$ cat src/rtl/uart_cmd_parser.sv
// uart_cmd_parser: decodes "$f0,f1,...\r\n" ASCII frames from a UART byte
// stream into up to MAX_FIELDS unsigned decimal fields.
// Optional build macro UART_CMD_STATS_EN adds saturating command/error counters.
module uart_cmd_parser #(
    parameter int unsigned MAX_FIELDS = 3,
    parameter int unsigned FIELD_W    = 16
) (
    input  logic                          clk,
    input  logic                          arst_n,
    input  logic                          rx_valid,
    input  logic [7:0]                    rx_data,
    output logic                          cmd_valid,
    input  logic                          cmd_ready,
    output logic [2:0]                    cmd_nfields,
    output logic [MAX_FIELDS*FIELD_W-1:0] cmd_fields,
    output logic                          err_pulse,
    output logic [2:0]                    err_code
`ifdef UART_CMD_STATS_EN
    ,
    output logic [15:0]                   cmd_ok_cnt,
    output logic [15:0]                   cmd_err_cnt
`endif
);

    localparam int unsigned DATA_W = MAX_FIELDS * FIELD_W;
    localparam int unsigned ACC_W  = FIELD_W + 4;

    localparam logic [7:0] CH_DOLLAR = 8'h24;
    localparam logic [7:0] CH_COMMA  = 8'h2C;
    localparam logic [7:0] CH_CR     = 8'h0D;
    localparam logic [7:0] CH_LF     = 8'h0A;
    localparam logic [7:0] CH_SP     = 8'h20;

    localparam logic [2:0] E_BAD_CHAR    = 3'd1;
    localparam logic [2:0] E_EMPTY_FIELD = 3'd2;
    localparam logic [2:0] E_TOO_MANY    = 3'd3;
    localparam logic [2:0] E_OVERFLOW    = 3'd4;
    localparam logic [2:0] E_NO_LF       = 3'd5;
    localparam logic [2:0] E_OVERRUN     = 3'd6;

    typedef enum logic [2:0] {
        S_IDLE,
        S_FIELD,
        S_CR_SEEN,
        S_HOLD,
        S_DISCARD
    } state_t;

    state_t              state_q, state_d;
    logic [FIELD_W-1:0]  acc_q, acc_d;
    logic [2:0]          cnt_q, cnt_d;
    logic                digit_seen_q, digit_seen_d;
    logic [DATA_W-1:0]   fields_q, fields_d;
    logic                cmd_valid_d;
    logic [2:0]          cmd_nfields_d;
    logic [DATA_W-1:0]   cmd_fields_d;
    logic                err_pulse_d;
    logic [2:0]          err_code_d;

    logic                is_digit_c;
    logic [3:0]          digit_c;
    logic [ACC_W-1:0]    acc_ext_c;
    logic                acc_ovf_c;
    logic                cnt_full_c;
    logic                restart_c;
    logic                store_c;
    logic                raise_c;
    logic [2:0]          raise_code_c;

    // Decimal digit decode and widened accumulate for overflow detection
    always_comb begin
        is_digit_c = (rx_data >= 8'h30) && (rx_data <= 8'h39);
        digit_c    = 4'(rx_data - 8'h30);
        acc_ext_c  = ACC_W'(acc_q) * ACC_W'(10) + ACC_W'(digit_c);
        acc_ovf_c  = |acc_ext_c[ACC_W-1:FIELD_W];
        cnt_full_c = (cnt_q == 3'(MAX_FIELDS));
    end

    // Next-state and next-output logic
    always_comb begin
        state_d       = state_q;
        acc_d         = acc_q;
        cnt_d         = cnt_q;
        digit_seen_d  = digit_seen_q;
        fields_d      = fields_q;
        cmd_valid_d   = cmd_valid;
        cmd_nfields_d = cmd_nfields;
        cmd_fields_d  = cmd_fields;
        err_pulse_d   = 1'b0;
        err_code_d    = 3'd0;
        restart_c     = 1'b0;
        store_c       = 1'b0;
        raise_c       = 1'b0;
        raise_code_c  = 3'd0;

        case (state_q)
            S_IDLE: begin
                if (rx_valid && rx_data == CH_DOLLAR) restart_c = 1'b1;
            end
            S_FIELD: begin
                if (rx_valid) begin
                    if (rx_data == CH_DOLLAR) begin
                        restart_c = 1'b1;
                    end else if (rx_data == CH_SP) begin
                        state_d = S_FIELD;
                    end else if (is_digit_c) begin
                        acc_d        = acc_ext_c[FIELD_W-1:0];
                        digit_seen_d = 1'b1;
                        if (acc_ovf_c) begin
                            raise_c      = 1'b1;
                            raise_code_c = E_OVERFLOW;
                        end
                    end else if (rx_data == CH_COMMA) begin
                        if (!digit_seen_q) begin
                            raise_c      = 1'b1;
                            raise_code_c = E_EMPTY_FIELD;
                        end else if (cnt_full_c) begin
                            raise_c      = 1'b1;
                            raise_code_c = E_TOO_MANY;
                        end else begin
                            store_c      = 1'b1;
                            acc_d        = '0;
                            digit_seen_d = 1'b0;
                        end
                    end else if (rx_data == CH_CR) begin
                        if (digit_seen_q) begin
                            if (cnt_full_c) begin
                                raise_c      = 1'b1;
                                raise_code_c = E_TOO_MANY;
                            end else begin
                                store_c = 1'b1;
                                state_d = S_CR_SEEN;
                            end
                        end else if (cnt_q != 3'd0) begin
                            raise_c      = 1'b1;
                            raise_code_c = E_EMPTY_FIELD;
                        end else begin
                            state_d = S_CR_SEEN;
                        end
                    end else begin
                        raise_c      = 1'b1;
                        raise_code_c = E_BAD_CHAR;
                    end
                end
            end
            S_CR_SEEN: begin
                if (rx_valid) begin
                    if (rx_data == CH_LF) begin
                        state_d       = S_HOLD;
                        cmd_valid_d   = 1'b1;
                        cmd_nfields_d = cnt_q;
                        cmd_fields_d  = fields_q;
                    end else if (rx_data == CH_DOLLAR) begin
                        restart_c = 1'b1;
                    end else if (rx_data != CH_SP) begin
                        raise_c      = 1'b1;
                        raise_code_c = E_NO_LF;
                    end
                end
            end
            S_HOLD: begin
                // Bytes arriving while a command is pending are lost
                if (rx_valid) begin
                    err_pulse_d = 1'b1;
                    err_code_d  = E_OVERRUN;
                end
                if (cmd_valid && cmd_ready) begin
                    cmd_valid_d   = 1'b0;
                    cmd_nfields_d = 3'd0;
                    cmd_fields_d  = '0;
                    state_d       = S_IDLE;
                end
            end
            S_DISCARD: begin
                if (rx_valid) begin
                    if (rx_data == CH_LF) state_d = S_IDLE;
                    else if (rx_data == CH_DOLLAR) restart_c = 1'b1;
                end
            end
            default: state_d = S_IDLE;
        endcase

        if (store_c) begin
            for (int i = 0; i < int'(MAX_FIELDS); i++) begin
                if (cnt_q == 3'(i)) fields_d[i*FIELD_W +: FIELD_W] = acc_q;
            end
            cnt_d = cnt_q + 3'd1;
        end
        if (restart_c) begin
            acc_d        = '0;
            cnt_d        = 3'd0;
            digit_seen_d = 1'b0;
            fields_d     = '0;
            state_d      = S_FIELD;
        end
        if (raise_c) begin
            err_pulse_d = 1'b1;
            err_code_d  = raise_code_c;
            state_d     = S_DISCARD;
        end
    end

    // State, datapath and registered outputs
    always_ff @(posedge clk or negedge arst_n) begin
        if (!arst_n) begin
            state_q      <= S_IDLE;
            acc_q        <= '0;
            cnt_q        <= 3'd0;
            digit_seen_q <= 1'b0;
            fields_q     <= '0;
            cmd_valid    <= 1'b0;
            cmd_nfields  <= 3'd0;
            cmd_fields   <= '0;
            err_pulse    <= 1'b0;
            err_code     <= 3'd0;
        end else begin
            state_q      <= state_d;
            acc_q        <= acc_d;
            cnt_q        <= cnt_d;
            digit_seen_q <= digit_seen_d;
            fields_q     <= fields_d;
            cmd_valid    <= cmd_valid_d;
            cmd_nfields  <= cmd_nfields_d;
            cmd_fields   <= cmd_fields_d;
            err_pulse    <= err_pulse_d;
            err_code     <= err_code_d;
        end
    end

`ifdef UART_CMD_STATS_EN
    // Saturating counts of accepted commands and reported errors
    always_ff @(posedge clk or negedge arst_n) begin
        if (!arst_n) begin
            cmd_ok_cnt  <= 16'd0;
            cmd_err_cnt <= 16'd0;
        end else begin
            if (cmd_valid && cmd_ready && cmd_ok_cnt != 16'hFFFF)
                cmd_ok_cnt <= cmd_ok_cnt + 16'd1;
            if (err_pulse && cmd_err_cnt != 16'hFFFF)
                cmd_err_cnt <= cmd_err_cnt + 16'd1;
        end
    end
`endif

endmodule
$ cat config.mk
export PLATFORM = sky130hd
export DESIGN_NAME = uart_cmd_parser
export DESIGN_NICKNAME = d
export VERILOG_FILES = /design/src/rtl/uart_cmd_parser.sv
export SDC_FILE = /design/constraint.sdc
export NUM_CORES = 1
export LEC_CHECK = 0
export BUFFER_PORTS_ARGS = -buffer_cell sky130_fd_sc_hd__buf_4
export CAP_MARGIN = 30
export CORE_MARGIN = 2
export CORE_UTILIZATION = 30
export DETAILED_ROUTE_END_ITERATION = 10
export GPL_TIMING_DRIVEN = 1
export PLACE_DENSITY = 0.49
export SETUP_SLACK_MARGIN = 0.1
export SLEW_MARGIN = 20
export SYNTH_ARGS = -nofsm -noshare
export SYNTH_HDL_FRONTEND = slang
export SYNTH_SLANG_ARGS = --single-unit
export TNS_END_PERCENT = 5
$ cat constraint.sdc
create_clock -name clk -period 6.45 [get_ports clk]
set_input_delay 0.645 -clock clk [delete_from_list [all_inputs] [get_ports clk]]
set_output_delay 0.645 -clock clk [all_outputs]
set_load 0.02 [all_outputs]
Word-level counts from Yosys, hierarchy flattened:

Cells that the tools add are included.

* bits in registers: 127
* bits of input ports: 12
* output and inout port bits: 56
* logic and storage cells: 179

* reductions and logical operators: 24
* multiplexer cells: 105
* $lt $le $gt $ge: 2
* multipliers: 1
* add/sub/neg operators: 3
* eq/ne operators: 32

Operators with widths (count)
* $mux 48: 5
* $mux 16: 12
* $mux 3: 35
* $pmux 48 s2: 1
* $mux 1: 43
* $ne 4x4->1 const B: 7
* $eq 8x6->1 const B: 3
* $add 20x4->20: 1
* $mul 16x3->19 const B: 1
* $eq 8x4->1 const B: 2
* $ne 5x5->1 const B: 3
* $pmux 3 s5: 1
* $reduce_bool 2->1: 7
* $reduce_and 13->1: 1
* $eq 3x2->1 const B: 4
* $ne 6x6->1 const B: 2
* $pmux 3 s2: 2
* $ne 2x2->1 const B: 5
* $reduce_bool 3->1: 3
* $ge 8x6->1 const B: 1
* $le 8x6->1 const B: 1
* $ne 8x6->1 const B: 1
* $reduce_and 7->1: 1
* $eq 3x1->1 const B: 2
* 15 further kinds: 23

Longest topological paths before layout:

* depth in word-level cells: 12
* depth in mapped cells: 12
* depth with buffers taken out: 12

Worst setup path after synthesis:

OpenSTA, ideal clock, no wires.

* path kind: register to register
* from: reg acc_q[1]
* to: reg err_code[2]
* arrival: 3.758 ns
* required time: 6.371 ns
* library setup time: 0.079 ns
* period minus slack after synthesis: 3.837 ns
* stages on the path, launching flop included: 13
* slack: 2.613 ns
* buffers on the path: 0
* cells stage by stage: dfrtp_1 ha_1 ha_1 fa_1 a211oi_2 o21bai_2 a21oi_2 xor2_2 or4_4 or4_4 a21o_1 a21oi_4 mux2i_1

* cells in the longest elaborated chain, start to end: 10
* elaborated cells on any way between the ends: 16
* those cells by class: add/sub: 1; mul: 1; mux: 13; reduce/logical: 1

RTL lines
* start: declaration: RTL line 50 `logic [FIELD_W-1:0] acc_q, acc_d;`
* start signal: assignment: RTL line 207 `acc_q <= '0;`
* start signal: assignment: RTL line 218 `acc_q <= acc_d;`
* $mul 16x3->19 *: RTL line 74 `acc_ext_c = ACC_W'(acc_q) * ACC_W'(10) + ACC_W'(digit_c);`
* $add 20x4->20 *: RTL line 74
* $reduce_or 4->1 *: RTL line 75 `acc_ovf_c = |acc_ext_c[ACC_W-1:FIELD_W];`
* $mux 3 or $mux 1 (tied branches): RTL line 109 `if (acc_ovf_c) begin`
* $mux 3 or $mux 1 (tied branches): RTL line 106 `end else if (is_digit_c) begin`
* $mux 3 or $mux 1 (tied branches): RTL line 104 `end else if (rx_data == CH_SP) begin`
* $mux 3 or $mux 1 (tied branches): RTL line 102 `if (rx_data == CH_DOLLAR) begin`
* $mux 3 or $mux 1 (tied branches): RTL line 101 `if (rx_valid) begin`
* $pmux 3 s2 or $pmux 1 s2 (tied branches): RTL line 96 `case (state_q)`
* $mux 3 *: RTL line 196 `if (raise_c) begin`
* via err_code_d[2]: RTL line 58 `logic [2:0] err_code_d;`
* end signal: assignment: RTL line 226 `err_code <= err_code_d;`
* end: declaration: RTL line 17 `output logic [2:0] err_code`

Mark *: on every way through the listed nets, which the timed path passes. The rest lies on a longest branch.
A chain may end at the register's enable or synchronous reset.

Worst setup path in the final report:

Same ends and word-level chain as after synthesis.

==> impl_metrics.csv <==
group,metric,value,unit
worst_setup_path,critPathLaunchType,"flip-flop",
sta,finalSetupTns,0,ns
logic_synthesis,synthSimpleGateAreaFrac,0.1519,
logic_synthesis,synth_compound_area_frac,0.2129,
sta,rsz0062_at_grt,"no",
placement,dp_hpwl,12540,microns
global_route,antenna_found_initial,0,
worst_setup_path,crit_arrival,4.46,ns
logic_synthesis,ys.flop_type,"dfrtp_1",
logic_synthesis,synth.distinct_cells,60,
logic_synthesis,yosys_register_bits,127,
sta,min_period_over_period,0.6391,
cts,postCtsHoldBufs,0,
detailed_routing,post_drt_via_cell_ratio,5.167,
floorplan,die-height,149.6,microns
global_route,grt_overflow_total,0,
cts,cts_sinks,127,
worst_setup_path,cp_max_fo,7,
hold_path,hold_path.class,"primary input to async pin",
logic_synthesis,synth_area_leaders,"dfrtp_1, a22o_1, nand2_1",
status,outcome,"finished, final reports clean",
sta,hold_slack,0.3497,ns
cts,cts_htree_levels,4,
logic_synthesis,yosysMostFrequentCell,"dfrtp_1",
layout,antenna_cells,0,
worst_setup_path,r2r_cells,12,
cts,cts_setup_buffers,0,
logic_synthesis,synth_edf_count,0,
placement,place_inst,945,
sta,fmax,242.6,MHz
detailed_routing,wl,17160,microns
layout,layoutNonFillerInstCount,978,
layout,fillCellCount,2067,
floorplan,core,0.02089,sq mm
cts,numCtsBuffers,17,
cts,cts_root_buf,"clkbuf_16",
detailed_routing,drcViolationCount,0,
detailed_routing,wl_per_cell,17.54,microns
logic_synthesis,synth_largest_area_cell,"dfrtp_1",
detailed_routing,drt-initial-drc-count,235,
placement,portBuffers,67,
sta,maxSlewViolCount,0,
cts,clk_transition_reported_paths,0.06,ns
global_route,grt_pass1_vias,5034,
cts,insertion_delay,0.41,ns
power_and_ir_drop,peakVddDrop,121.6,uV
floorplan,die_x,149.6,microns
global_route,grt_usage,0.1611,
sta,worst_pin_slew,0.8425,ns
logic_synthesis,syn_area,0.006360,sq mm
floorplan,initial_core_util,0.3045,
flow_run,maxCapViolCount,0,
logic_synthesis,syn_nets,680,
floorplan,die-area,0.02238,sq mm
detailed_routing,drtPass1Iterations,5,
placement,gp_congestion,0.8982,
worst_setup_path,end_kind,"flip-flop",
cts,cts_resized,0,
logic_synthesis,synth_top_family_by_area,"compound AO/OA/AOI/OAI gates",
layout,area_delta_synth_final,22.55,%
worst_setup_path,required,6.79,ns
global_route,grt_max_degree,69,
sta,min_period,4.122,ns
logic_synthesis,synth_mux_area_frac,0.003148,
worst_setup_path,path_class,"flip-flop to flip-flop",
cts,clockBufferDepth,2,
logic_synthesis,synthAdderAreaFrac,0.07869,
logic_synthesis,synth_top_cell_area_share,0.4997,
floorplan,std_cell_rows,53,
logic_synthesis,yosys_warnings,0,
sta,setup_viol,0,
logic_synthesis,synth.avg_cell_area,10.10,sq um
global_route,grt_first_pass_wirelength,27470,microns
sta,clock-skew-final,0.007524,ns
logic_synthesis,async_flop_share,1.000,
layout,final_nets,740,
cts,cts_tree,"built",
layout,utilization,0.3731,
logic_synthesis,yosys-top-cells-count,"dfrtp_1, nand2_1, a22o_1",
sta,relSlewSlack,0.4383,
power_and_ir_drop,power_density,267.7,mW/mm^2
logic_synthesis,synth_seq_area_share,0.4997,
power_and_ir_drop,p_leak,3.766,nW
detailed_routing,num_vias,5053,
floorplan,pin_count,68,
sta,hold_violations,0,
layout,drive_gt1_frac,0.1721,
detailed_routing,postRouteAntennaNets,0,
logic_synthesis,synthXorXnorAreaFrac,0.02872,
logic_synthesis,postSynthCellCount,630,
## cell usage in the layout, fill, tap and decap left out, drive strengths merged, types with 3 or more instances in the layout
cell type  count
bufinv         4
or4            4
a211oi         3
or3            7
inv            6
dfrtp        127
a22o          67
nand2        124
and2           4
nor2b          4
nor3          11
o21ai         17
o211ai         4
a21oi         66
clkbuf        21
xor2           9
a21boi         4
buf           74
nand3         15
nand2b         5
xnor2         11
a21o           9
clkinv         7
a31oi          4
nor2          19
nand4          5
o31ai          5
ha            36
## kinds of logic after synthesis
group | count (synthesis)
buffers and inverters | 39
muxes | 2
AOI/OAI and AO/OA | 192
DFF | 127
and+or+nand+nor | 211
xor gates and xnor gates | 20
adders and majority gates | 39
## layout make-up
type	count	area [sq um]	area share
repair buffers	74	575.6	0.07385
clock inverters	11	162.7	0.02087
inverters	6	22.52	0.002890
multi-input cells	464	3050	0.3914
well taps	275	344.1	0.04415
clock buffers	21	460.4	0.05908
flip-flops and latches	127	3178	0.4078
## registers in the layout (all words and copies together) (netlist names)
name	count
cmd_nfields	3
err_code	3
cmd_valid	1
cnt_q	3
cmd_fields	48
fields_q	48
err_pulse	1
state_q	3
acc_q	16
digit_seen_q	1
## metrics by stage
step                worst slack, ns  power, mW  area [sq um]
floorplan                     2.613      1.018          6360
global placement              2.409      1.090          7128
detailed placement            2.309      1.097          7159
CTS                           2.303      2.108          7782
global route                  2.091      2.184          7794
finish                        2.328      2.086          7794
## worst paths after layout
path	start	endpoint	slack (ns)
setup / recovery	acc_q[1]	err_code[2]	2.33
hold / removal	arst_n	cmd_fields[2]	0.35
setup reg to reg	acc_q[1]	err_code[2]	2.33
hold reg to reg	fields_q[40]	cmd_fields[40]	0.49
max in group asynchronous	arst_n	fields_q[34]	4.84
min in group clk	fields_q[40]	cmd_fields[40]	0.49
## report_power, final
| part | internal (mW) | switching, mW | total, mW |
|---|---|---|---|
| clock | 0.664 | 0.338 | 1.00 |
| combinational | 0.0919 | 0.127 | 0.219 |
| sequential | 0.820 | 0.0450 | 0.865 |
## layer usage
| metal | wire length, microns | track usage |
|---|---|---|
| met2 | 8104 | 0.2548 |
| met5 | 0 | 0 |
| met4 | 493 | 0.07190 |
| met3 | 594 | 0.03232 |
| met1 | 7963 | 0.2135 |
## worst max-delay path, cell delays in order, from the launching register on
cell      delay (ns)
dfrtp_1         0.47
ha_1            0.33
ha_1            0.24
fa_1            0.42
a211oi_2        0.41
o21bai_2        0.12
a21oi_2         0.18
xor2_2          0.14
or4_4           0.59
or4_4           0.53
a21o_1          0.23
a21oi_4         0.18
mux2i_1         0.20
Note: power is estimated with default switching activity, not from simulation.
